File: config.mk
export PLATFORM = sky130hd
export DESIGN_NAME = uart_rx_core
export DESIGN_NICKNAME = d
export VERILOG_FILES = /design/src/rtl/uart_pkg.sv /design/src/rtl/sync_2ff.sv /design/src/rtl/uart_rx_core.sv
export SDC_FILE = /design/constraint.sdc
export NUM_CORES = 1
export LEC_CHECK = 0
export BUFFER_PORTS_ARGS = -buffer_cell sky130_fd_sc_hd__buf_2
export CORE_MARGIN = 2
export CORE_UTILIZATION = 29
export CTS_CLUSTER_SIZE = 8
export DETAILED_ROUTE_END_ITERATION = 10
export GPL_ROUTABILITY_DRIVEN = 0
export PLACE_DENSITY = 0.51
export SLEW_MARGIN = 40
export SYNTH_ARGS = -nofsm -noshare
export SYNTH_HDL_FRONTEND = slang
export SYNTH_SLANG_ARGS = --single-unit
File: constraint.sdc
create_clock -name clk -period 3.3 [get_ports clk]
set_clock_uncertainty 0.2 [all_clocks]
set_input_delay 0.165 -clock clk [delete_from_list [all_inputs] [get_ports clk]]
set_output_delay 0.165 -clock clk [all_outputs]
set_load 0.05 [all_outputs]
File: src/rtl/uart_pkg.sv
// rtl/uart_pkg.sv - shared types and constants for the UART receive path
package uart_pkg;

  typedef enum logic [2:0] {
    IDLE,
    START,
    DATA,
    STOP,
    BREAK
  } rx_state_e;

  localparam int DATA_BITS = 8;

  // Width of a counter that must hold values 0..n-1 (never narrower than 1 bit).
  function automatic int cnt_width(input int n);
    return (n > 1) ? $clog2(n) : 1;
  endfunction

endpackage

File: src/rtl/sync_2ff.sv
// rtl/sync_2ff.sv - two-flop synchronizer for asynchronous input pins
module sync_2ff #(
  parameter logic RESET_VAL = 1'b1
) (
  input  logic clk,
  input  logic rst,
  input  logic d_i,
  output logic q_o
);

  logic meta_q, meta_d;
  logic sync_q, sync_d;

  // Next values are simply the previous stage; kept explicit for the _d/_q pairing.
  always_comb begin
    meta_d = d_i;
    sync_d = meta_q;
  end

  // Both stages load the idle level on reset so no edge is seen on release.
  always_ff @(posedge clk) begin
    if (rst) begin
      meta_q <= RESET_VAL;
      sync_q <= RESET_VAL;
    end else begin
      meta_q <= meta_d;
      sync_q <= sync_d;
    end
  end

  assign q_o = sync_q;

endmodule

File: src/rtl/uart_rx_core.sv
// rtl/uart_rx_core.sv - 8N1 serial receiver with valid/ready byte handoff
module uart_rx_core
  import uart_pkg::*;
#(
  parameter int CLKS_PER_BIT = 16
) (
  input  logic                 clk,
  input  logic                 rst,
  input  logic                 rx_i,
  output logic [DATA_BITS-1:0] data_o,
  output logic                 valid_o,
  input  logic                 ready_i,
  output logic                 frame_err_o,
  output logic                 overrun_o,
  output logic                 busy_o
);

  localparam int HALF_BIT = CLKS_PER_BIT / 2;
  localparam int CW = cnt_width(CLKS_PER_BIT);
  localparam logic [CW-1:0] HALF_LAST = CW'(HALF_BIT - 1);
  localparam logic [CW-1:0] BIT_LAST  = CW'(CLKS_PER_BIT - 1);
  localparam logic [2:0]    LAST_BIT  = 3'(DATA_BITS - 1);

  logic rxs;

  rx_state_e state_q, state_d;
  logic [CW-1:0] cnt_q, cnt_d;
  logic [2:0] bit_q, bit_d;
  logic [DATA_BITS-1:0] shift_q, shift_d;
  logic [DATA_BITS-1:0] data_q, data_d;
  logic valid_q, valid_d;
  logic ferr_q, ferr_d;
  logic ovr_q, ovr_d;
  logic deliver;

  sync_2ff #(.RESET_VAL(1'b1)) u_sync (
    .clk (clk),
    .rst (rst),
    .d_i (rx_i),
    .q_o (rxs)
  );

  // Frame sequencing, mid-bit sampling and the output handshake.
  always_comb begin
    state_d = state_q;
    cnt_d   = cnt_q;
    bit_d   = bit_q;
    shift_d = shift_q;
    data_d  = data_q;
    valid_d = valid_q;
    ferr_d  = 1'b0;
    ovr_d   = ovr_q;
    deliver = 1'b0;

    if (valid_q && ready_i) valid_d = 1'b0;

    case (state_q)
      IDLE: begin
        if (!rxs) begin
          state_d = START;
          cnt_d   = '0;
        end
      end
      START: begin
        if (cnt_q == HALF_LAST) begin
          cnt_d = '0;
          if (!rxs) begin
            state_d = DATA;
            bit_d   = '0;
          end else begin
            state_d = IDLE;
          end
        end else begin
          cnt_d = cnt_q + 1'b1;
        end
      end
      DATA: begin
        if (cnt_q == BIT_LAST) begin
          cnt_d   = '0;
          shift_d = {rxs, shift_q[DATA_BITS-1:1]};
          bit_d   = bit_q + 3'd1;
          if (bit_q == LAST_BIT) state_d = STOP;
        end else begin
          cnt_d = cnt_q + 1'b1;
        end
      end
      STOP: begin
        if (cnt_q == BIT_LAST) begin
          cnt_d = '0;
          if (rxs) begin
            state_d = IDLE;
            deliver = 1'b1;
          end else begin
            ferr_d  = 1'b1;
            state_d = BREAK;
          end
        end else begin
          cnt_d = cnt_q + 1'b1;
        end
      end
      BREAK: begin
        if (rxs) state_d = IDLE;
      end
      default: state_d = IDLE;
    endcase

    // A new byte may replace one that is being accepted in this same cycle.
    if (deliver) begin
      if (!valid_q || ready_i) begin
        data_d  = shift_q;
        valid_d = 1'b1;
      end else begin
        ovr_d = 1'b1;
      end
    end
  end

  // State and datapath registers; reset abandons any frame in progress.
  always_ff @(posedge clk) begin
    if (rst) begin
      state_q <= IDLE;
      cnt_q   <= '0;
      bit_q   <= '0;
      shift_q <= '0;
      data_q  <= '0;
      valid_q <= 1'b0;
      ferr_q  <= 1'b0;
      ovr_q   <= 1'b0;
    end else begin
      state_q <= state_d;
      cnt_q   <= cnt_d;
      bit_q   <= bit_d;
      shift_q <= shift_d;
      data_q  <= data_d;
      valid_q <= valid_d;
      ferr_q  <= ferr_d;
      ovr_q   <= ovr_d;
    end
  end

  assign data_o      = data_q;
  assign valid_o     = valid_q;
  assign frame_err_o = ferr_q;
  assign overrun_o   = ovr_q;
  assign busy_o      = (state_q != IDLE);

endmodule
[Yosys cells after proc, flatten, opt, wreduce, memory -nomap -nowiden]
Cells that the tools add are included.
Word-level totals
  register bits after elaboration: 31
  output and inout port bits: 12
Operators by class
  add/subtract/negate cells: 2
  eq/ne operators: 14
  muxes and demuxes: 24
  bitwise logic cells: 3
  reductions and logical operators: 15
Operators with widths (number)
  $mux W3: 10
  $pmux W3 S5: 1
  $mux W4: 3
  $ne A2 B2 Y1 const B: 6
  $pmux W4 S3: 1
  $reduce_and A2 Y1: 4
  $mux W1: 7
  $eq A3 B2 Y1 const B: 2
  $eq A3 B3 Y1 const B: 2
  $pmux W3 S2: 1
  $reduce_and A6 Y1: 1
  $reduce_bool A3 Y1: 2
  $add A4 B1 Y4 const B: 1
  $eq A4 B3 Y1 const B: 1
  $eq A4 B4 Y1 const B: 1
  $reduce_and A4 Y1: 1
  $add A3 B1 Y3 const B: 1
  $eq A3 B1 Y1 const B: 1
  $logic_not A3 Y1: 1
  $not A1 Y1: 3
  $reduce_or A3 Y1: 1
  $mux W2: 1
  $ne A2 B1 Y1 const B: 1
  $reduce_bool A2 Y1: 1
  4 further kinds: 4

[Longest topological paths before layout]
Gate-level depths: netlist of run 1.
  depth after elaboration: 4
  depth in mapped cells: 6
  mapped depth without buffers: 5

[Cells and area by module]
From an unflattened synthesis of run 1, not the netlist that was laid out.
Unflattened totals
  cell total of the unflattened synthesis: 133
  area, all modules: 1308.8 um2
By module, submodules not included
  uart_rx_core: times used 1, cells an instance 129, area an instance 1256.2 um2, seq. area each 580.6 um2
  sync_2ff: times used 1, cells an instance 4, area an instance 52.6 um2, seq. area each 40.0 um2

[Worst setup path before layout of run 1]
OpenSTA, ideal clock, no wires.
  path kind: flip-flop to flip-flop
  start point: reg cnt_q[0]
  end point: reg bit_q[1]
  library setup time: 128 ps
  arrival: 1346 ps
  data required time: 2972 ps
  path slack: 1626 ps
  cell stages (with the launch flop): 7
  path buffers: 1
  cell sequence: dfxtp_1 > ha_1 > nand4b_1 > nor3b_2 > buf_6 > mux2i_1 > nor2_1
Between the ends
  word-level cells in the longest chain between the ends: 3
  elaborated cells between the ends (all ways): 5
Ends and longest elaborated chain
  from (decl): line uart_rx_core.sv:27  | logic [CW-1:0] cnt_q, cnt_d;
  from (signal assigned): line uart_rx_core.sv:131  | cnt_q <= cnt_d;
  $eq A4 B4 Y1 or $eq A4 B3 Y1 (tied branches): line uart_rx_core.sv:78, uart_rx_core.sv:65
  $ne A2 B2 Y1 (no line)
  $reduce_and A4 Y1 (no line) (*)
  to (signal assigned): line uart_rx_core.sv:132  | bit_q <= bit_d;
  to (decl): line uart_rx_core.sv:28  | logic [2:0] bit_q, bit_d;
Every way passes the cells marked *; elsewhere a longest branch is shown, timed or not.
A chain may end at the register's enable or synchronous reset.

[Worst setup path in the final report of run 1]
  start point: reg cnt_q[0]
  end point: reg data_q[5] (netlist: data_o[5])
Between the ends
  word-level cells in the longest chain between the ends: 4
Ends and longest elaborated chain
  $eq A4 B4 Y1: line uart_rx_core.sv:88  | if (cnt_q == BIT_LAST) begin
  $mux W1: line uart_rx_core.sv:88
  $mux W1: line uart_rx_core.sv:57  | case (state_q)
  $reduce_and A2 Y1 (no line)
  to (signal assigned): line uart_rx_core.sv:134  | data_q <= data_d;
  to (decl): line uart_rx_core.sv:30  | logic [DATA_BITS-1:0] data_q, data_d;
No other way between the ends.

==> metrics.txt, run 1 <==
result of the run finished clean; # rows 24; Net Sw Power ~150 uW; Sw Share between 20 and 25%; vias in the first global route slightly below 1000; library cells used by synthesis 38; diode count 0; largest net degree at the start of global routing 33; crit path kind reg2reg; die height between 70 and 80 um; post-synth top area cell dfxtp_1; Final min period ~1800 ps; Crit path buffers/inverters 0; GRT Residual Overflow 0; DR WL/cell 11.92 um; global-route wire length before repair about 4500 um; Crit. End Element register; chip width 71.37 um; Seq/Total Area, Yosys between 40% and 50%; setup bufs post-CTS 0; CTS Buffer Depth 2; Initial Util a little under a third; simple-gate share of the synthesized area between 20% and 30%; critical-path maximum fanout 8; worst-path cell chain ha_1, and4b_1, nand4_2, mux2i_1, nor2_1; combinational power share 2.8%; initial drt markers 74; CP startpoint kind register; P_leak between 0.0006 and 0.0007 uW; Mapped Cells roughly 130; Synth Area in Compound Gates under 10%; Seq cells post-synth 31; Via-to-Cell Ratio 4.802; TritonCTS Buffers 5; slowest stage delay, CP ~380 ps; clk sinks 31; Synth Area per Inst between 9 and 10 um^2; # Max-Cap Violations 0; Die Footprint 0.005094 mm^2; clock slew at reported path FFs approximately 60 ps; main combinational cell family by area after synthesis simple AND/OR/NAND/NOR gates; Worst Tran Pin Value ~550 ps; # IOs 16; share of cells above drive strength 1 20.00%; drt total wl between 2000 and 2500 um; Skew-Pair Late Insertion Delay 280 ps; Port Buffers 15; Req. time, crit path around 3300 ps; yosys synthesis warning count 0; final std cells w/o fill approximately 200; CP delay by family, top simple AND/OR/NAND/NOR gates; Post-Syn Area 0.001316 mm^2; Clock power frac roughly 42%; DP Wirelength approximately 1600 um; sequential share of power between 50% and 60%; CTS tree done; Pwr per Cell Area between 400 and 500 mW/mm^2; syn_nets between 100 and 150; Max Clk Rate about 540 MHz; nets@finish around 160; top post-synthesis cells by area dfxtp_1 47%, mux2i_1 14%, nor2_1 7.4%; placed cells 193; Adder-Cell Fraction of Synth Area roughly 2.9%; final hold vios 0; slowest CP cell dfxtp_1; final cycle utilization of the critical path about 56%; area of the core 0.004354 mm^2; final setup fails 0; Worst Hold Class in2reg; Core Util, Final a little over a third; via count 970; top-area cell type share of the netlist area between 40 and 50%; drt drc 0; Post-Synth XOR/XNOR Area 0.6654%; clock root buffer clkbuf_8; Crit path arrival time about 1800 ps; FF-to-FF setup slack between 1000 and 1500 ps; antenna viol nets, final 0; Layout area overhead 14.73%; drt pass-1 iters 5; antenna violations before repair 0; GR Util All Layers 10.96%; Internal about 530 uW; Worst VDD drop approximately 0.16 mV; Total Neg Setup Slack 0 ps; worst hold slack about 27 ps; htree depth 2; mux cell area share after synthesis 15.30%; Slew headroom a little over three fifths; unrepaired setup endpoints after global routing false; max-slew violation count 0
## per-layer routing
layer,track usage [%],share of wire (%)
met1,14.63,50
met2,16.15,44
met3,3.938,5.7
met4,4.403,0.54
met5,0,0
## layout by cell type (no fill, tap or decap), types with 2 or more instances in the layout
cell type and n:
a21oi_1 4, and2_1 2, buf_2 15, clkbuf_8 5, dfxtp_1 31, ha_1 3, mux2i_1 19, nand2_1 6
nand2b_1 3, nor2_1 26, o21ai_0 2, o41a_1 2, or2_2 2, or4_1 2
## repair_timing
item	CTS	global route
hold endpoints to repair	1	0
setup endpoints to repair	0	0
resized for setup	0	0
hold buffers	1	0
## sequential cells by signal, indices dropped and copies added (netlist names)
| signal | flops |
|---|---|
| state_q | 3 |
| overrun_o | 1 |
| shift_q | 8 |
| u_sync.q_o | 1 |
| data_o | 8 |
| frame_err_o | 1 |
| bit_q | 3 |
| valid_o | 1 |
| cnt_q | 4 |
| u_sync.meta_q | 1 |
## worst register-to-register path: stages (launching register included)
cell and delay (ps):
dfxtp_1 380, ha_1 260, and4b_1 250, nand4_2 310, mux2i_1 260, nor2_1 60
## logic make-up after synthesis
kind of cell             after synthesis
flip-flops                            31
multiplexers                          20
AND/OR/NAND/NOR                       53
XOR/XNOR                               1
buffers and inverters                  9
AO/OA/AOI/OAI                         16
adder cells (fa/ha/maj)                3
## synthesized netlist by cell type, drive strengths merged
cell type / number
inv: 1
o41a: 2
a311oi: 1
nor3: 1
or4: 2
o21ai: 3
a21boi: 1
and4b: 1
dfxtp: 31
nor3b: 1
or4b: 1
mux2i: 19
a41oi: 1
ha: 3
a22oi: 1
a21o: 1
xnor2: 1
nand4: 1
clkbuf: 3
nand3: 1
a2bb2oi: 1
a211oi: 1
a21oi: 4
nand3b: 1
nand4b: 1
mux2: 1
nand2: 6
nor2b: 1
or2: 3
nand2b: 3
nor2: 27
or3: 1
and2: 2
buf: 5
## layout make-up
cell class / instances / area, um^2
fillers: 452 / 2844
multi-input cells: 93 / 643.1
flip-flops and latches: 31 / 620.6
repair buffers: 17 / 92.59
clock buffers: 6 / 72.57
well taps: 52 / 65.06
clock inverters: 2 / 12.51
inverters: 1 / 3.754
## power groups by stage
stage          Clock (uW)  Sequential (uW)  Combinational (uW)
2_1_floorplan           0              385                15.6
3_3_place_gp            0              388                18.2
6_report              282              379                19.2
3_5_place_dp            0              388                18.2
4_1_cts               295              379                19.4
5_1_grt               312              379                21.4
## stage by stage
stage | total power [uW] | setup slack [ps] | area (um^2)
after CTS | 693.4 | 1427 | 1510
after global routing | 712.7 | 1293 | 1510
after global placement | 405.8 | 1489 | 1415
after detailed placement | 405.8 | 1460 | 1415
after floorplan | 401.0 | 1626 | 1316
final | 680.8 | 1453 | 1510
## path summary, 6_finish.rpt
check,endpoint,from,cells after the start
hold reg to reg,u_sync.q_o,u_sync.meta_q,1
setup / recovery,data_o[5],cnt_q[0],5
hold / removal,valid_o,ready_i,3
setup reg to reg,data_o[5],cnt_q[0],5
(Power assumes the default switching activity.)
==> run 2, diff against run 1 <==
- ABC_AREA: not set -> 1
- PLACE_DENSITY: 0.51 -> 0.52
- clock period: 3.3 -> 1.5 ns (I/O delays scaled with it)
==> metrics.txt, run 2 <==
library cells used by synthesis 24; Seq/Total Area, Yosys 47.46%; Skew-Pair Late Insertion Delay about 280 ps; Worst Tran Pin Value ~570 ps; Crit. End Element register; crit path kind reg2reg; global-route wire length before repair slightly below 5000 um; TritonCTS Buffers 5; Pwr Total about 2400 uW; Finished Cell Area between 0.0015 and 0.002 mm^2; final cycle utilization of the critical path 101.0%; commonest non-fill, non-tap cell in the layout nor2_1; violated checks hold timing, setup timing; beginning of the worst hold path ready_i; hold depth 4; top cells by count, synth 41 x nor2_1, 31 x dfxtp_1, 21 x nand2_1; placed cells about 240; Seq cells post-synth 31; Worst Hold Class in2reg; top-area cell type share of the netlist area 47.46%; fill cell count roughly 440; # Max-Cap Violations 0; worst hold slack -6.316 ps; chip width between 70 and 80 um; critical-path maximum fanout 8; EDFF count, synth 0; CTS Buffer Depth 2; Worst Reg-to-Reg Cells 8; DP Wirelength 1937 um; Via-to-Cell Ratio approximately 4.4; Pwr per Cell Area between 1000 and 1500 mW/mm^2; FF-to-FF setup slack -20 ps; DR WL/cell between 10 and 15 um; Final min period approximately 1500 ps; placed cell area approximately 0.0015 mm^2; register area approximately 630 um^2; area of the core 0.004354 mm^2; CP startpoint kind register; GRT Residual Overflow 0; largest net degree at the start of global routing 18; drt pass-1 iters 4; htree depth 2; Synth Area per Inst slightly below 8 um^2; GR Util All Layers between 10% and 20%; Post-synth top flop dfxtp_1; # rows 24; Die Footprint between 0.005 and 0.006 mm^2; clk sinks 31; antenna viol nets, final 0; Worst VDD drop around 0.55 mV; max-slew violation count 0; clock slew at reported path FFs ~70 ps; final std cells w/o fill 254; nets@finish ~210; diode count 0; Req. time, crit path around 1500 ps; Initial Util between 30 and 40%; Worst Hold Path EP valid_o; drt total wl approximately 2700 um; vias in the first global route 1105; initial drt markers 36; clock root buffer clkbuf_8; CTS tree done; Crit Reg-Reg Endpoint data_o[6]; Post-Syn Area 0.001308 mm^2; drt drc 0; setup slack after layout -15.54 ps; result of the run complete, but fails checks; Mapped Cells between 150 and 200; worst-path cell chain ha_4, nand2_4, nor2_4, nand3_4, nor2_8, inv_8, nor2_2, nor2_1; Max Clk Rate around 660 MHz; Slew headroom roughly 60%; Crit path arrival time ~1500 ps; post-synth top area cell dfxtp_1; Port Buffers 15; share of cells above drive strength 1 36.63%; slowest stage delay, CP around 350 ps; slowest CP cell dfxtp_2; unrepaired setup endpoints after global routing true; Critical R2R Launch cnt_q[0]; via count about 1100; yosys synthesis warning count 0; syn_nets 175; final hold vios 1; die height between 70 and 80 um; Layout area overhead 34.74%; P_leak approximately 0.00081 uW; dominant cell by count in the synthesized netlist nor2_1; # IOs 16; post-synthesis async set-or-reset flop share 0%; area of the multi-input gates 701.9 um^2; top post-synthesis cells by area dfxtp_1 47%, nor2_1 12%, o21ai_0 6.9%; commonest cells after routing, fill and taps aside 32 x nor2_1, 24 x dfxtp_1, 18 x o21ai_0; antenna violations before repair 0; final setup fails 9
## run 2: cell types whose count changed after synthesis, moves of 6 or more
| cell | previous run | this run |
|---|---|---|
| nand3_1 | 1 | 7 |
| nor2_1 | 26 | 41 |
| inv_1 | 1 | 11 |
| mux2i_1 | 19 | 0 |
| nand2_1 | 6 | 21 |
| o21ai_0 | 2 | 18 |
| a21oi_1 | 4 | 10 |
## run 2: worst max-delay path, delay by kind of cell (launching register included)
kind                       cells  cell delay (ps)
adders and majority gates      1              170
DFF                            1              350
and+or+nand+nor                6              620
buffers and inverters          1               70
## run 2: stage by stage
stage / util (%) / TNS (ps) / setup WS [ps]
after global placement: 34.63 / -1092 / -77.00
after floorplan: - / 0 / 8.237
after CTS: 39.31 / -434.1 / -56.28
final: 40.46 / -64.73 / -15.54
after global routing: 40.46 / -1477 / -115.8
after detailed placement: 34.63 / -1424 / -84.45
## run 2: how the worst max path moves through the flow
stage | slack (ps) | to | cells past startpoint | start
2_1_floorplan | 8 | cnt_q[0] | 7 | cnt_q[0]
3_3_place_gp | -80 | bit_q[0] | 6 | cnt_q[0]
3_5_place_dp | -80 | data_o[7] | 8 | cnt_q[1]
4_1_cts | -60 | data_o[0] | 8 | cnt_q[1]
5_1_grt | -120 | state_q[0] | 9 | cnt_q[1]
6_report | -20 | data_o[6] | 8 | cnt_q[0]
## run 2: cell families after synthesis
logic type	synth area share, %
flip-flops	47.46
buffers and inverters	6.029
XOR/XNOR	0.6700
AO/OA/AOI/OAI	12.34
adder cells (fa/ha/maj)	2.871
AND/OR/NAND/NOR	30.62
## run 2: final cells by class
type	count	area share, %
multi-input cells	120	39.84
flip-flops and latches	31	35.72
repair buffers	29	10.65
clock buffers	6	4.687
well taps	52	3.693
clock inverters	2	1.989
inverters	14	3.409
## run 2: power by group
| group | total, uW | internal (uW) | switching [uW] | leakage, uW |
|---|---|---|---|---|
| sequential | 928 | 874 | 54.0 | 0.000254 |
| clock | 846 | 537 | 309 | 0.0000612 |
| combinational | 643 | 267 | 376 | 0.000496 |
## run 2: repair_timing
item                                   in CTS  in global routing
pin swaps                                   5                  5
setup buffers                               1                  0
gates resized for setup                    14                 17
cloned                                      1                  0
hold buffers                                2                  0
endpoints found under the hold margin      10                  0
setup endpoints to repair                  25                 24
## run 2: routing by layer
| metal | wire [um] | global-route usage, % | share of wire [%] | up-vias |
|---|---|---|---|---|
| met2 | 1102 | 17.28 | 41 | 18 |
| li1 | - | - | - | 603 |
| met5 | 0 | 0 | 0 | - |
| met4 | 35 | 6.289 | 1.3 | 0 |
| met3 | 115 | 4.274 | 4.3 | 5 |
| met1 | 1420 | 16.80 | 53 | 498 |
==> run 3, diff against run 2 <==
- SKIP_CTS_REPAIR_TIMING: not set -> 1
==> metrics.txt, run 3 (same netlist as run 2, synthesis figures left out) <==
htree depth 2; drt total wl approximately 2700 um; nets@finish 209; DP Wirelength approximately 1900 um; hold depth 4; result of the run complete, but fails checks; drt pass-1 iters 4; GRT met2 Usage approximately 16%; final hold vios 1; Crit path arrival time ~1600 ps; clock slew at reported path FFs 70 ps; Skew-Pair Late Insertion Delay between 200 and 300 ps; Worst Tran Pin Value 405.7 ps; drt drc 0; # rows 24; CTS Buffer Depth 2; worst hold slack -49.33 ps; TritonCTS Buffers 5; chip width roughly 71 um; Final min period about 1500 ps; Layout area overhead 34.55%; diode count 0; Pwr per Cell Area 1373 mW/mm^2; final cycle utilization of the critical path 102.5%; share of cells above drive strength 1 36.95%; Worst Reg-to-Reg Cells 8; Port Buffers 15; commonest non-fill, non-tap cell in the layout nor2_1; commonest cells after routing, fill and taps aside 34 x nor2_1, 25 x dfxtp_1, 19 x nand2_1; # Max-Cap Violations 0; Max Clk Rate roughly 650 MHz; die height 71.15 um; area of the core between 0.004 and 0.005 mm^2; Via-to-Cell Ratio ~4.4; critical-path maximum fanout 5; CP startpoint kind register; Worst Hold Class in2reg; Worst VDD drop approximately 0.55 mV; largest net degree at the start of global routing 18; setup slack after layout -37.09 ps; unrepaired setup endpoints after global routing true; GR peak layer met1; GR Util All Layers 12.07%; antenna viol nets, final 0; met1 global-route usage 16.62%; Crit. End Element register; final setup fails 11; clock root buffer clkbuf_8; global-route wire length before repair roughly 4700 um; P_leak between 0.0008 and 0.0009 uW; # IOs 16; max-slew violation count 0; antenna violations before repair 0; Die Footprint 0.005062 mm^2; met3 GRT Util ~4.3%; Slew headroom 72.85%; Initial Util a little under a third; vias in the first global route 1077; GRT Residual Overflow 0; final std cells w/o fill 255; CTS tree done; DR WL/cell roughly 11 um; Req. time, crit path between 1500 and 2000 ps; crit path kind reg2reg; placed cells between 200 and 250; clk sinks 31; violated checks hold timing, setup timing; initial drt markers roughly 40; via count between 1000 and 1500
## run 3: cell types whose count changed in the layout (fill, tap and decap cells not counted), sizes merged
cell and change:
buf +1, clkbuf +1, nor2 -1
## run 3: cell type report
cell class / instances / area, um^2
tap: 52 / 65.06
fill: 438 / 2595
timing repair buffer: 31 / 214.0
clock inverter: 2 / 35.03
inverter: 14 / 55.05
multi-input combinational: 119 / 679.4
clock buffer: 6 / 82.58
sequential: 31 / 628.1
## run 3: final timing paths
| check | start | endpoint | slack (ps) |
|---|---|---|---|
| worst max-delay path | cnt_q[1] | data_o[3] | -40 |
| worst min-delay path | ready_i | valid_o | -50 |
| worst max register to register | cnt_q[1] | data_o[3] | -40 |
| worst min register to register | u_sync.meta_q | u_sync.q_o | 210 |
## run 3: stage by stage
stage	util [%]	total power [uW]	area, um^2	TNS (ps)	worst slack, ps
floorplan	-	1319	1309	0	8.237
global placement	34.63	1526	1508	-1092	-77.00
detailed placement	34.63	1524	1508	-1424	-84.45
CTS	37.33	2380	1625	-2011	-120.1
global route	40.40	2568	1759	-1763	-124.9
finish	40.40	2415	1759	-220.9	-37.09
## run 3: where the power goes
group	switching (uW)	internal, uW
registers	54.0	874
clock network	312	537
logic	378	261
total	744	1670
## run 3: critical path: stages (launching register included)
cell and delay [ps]:
dfxtp_2 360, ha_4 160, nand2_4 60, nor2_4 150, nand3_4 110, nor2_8 170, buf_6 120, o21ai_0 60
nor2_1 90
## run 3: metal layers
layer | share of wire [%] | vias to the layer above
li1 | - | 608
met5 | 0 | -
met4 | 0.89 | 0
met2 | 41 | 22
met3 | 4.5 | 3
met1 | 53 | 492
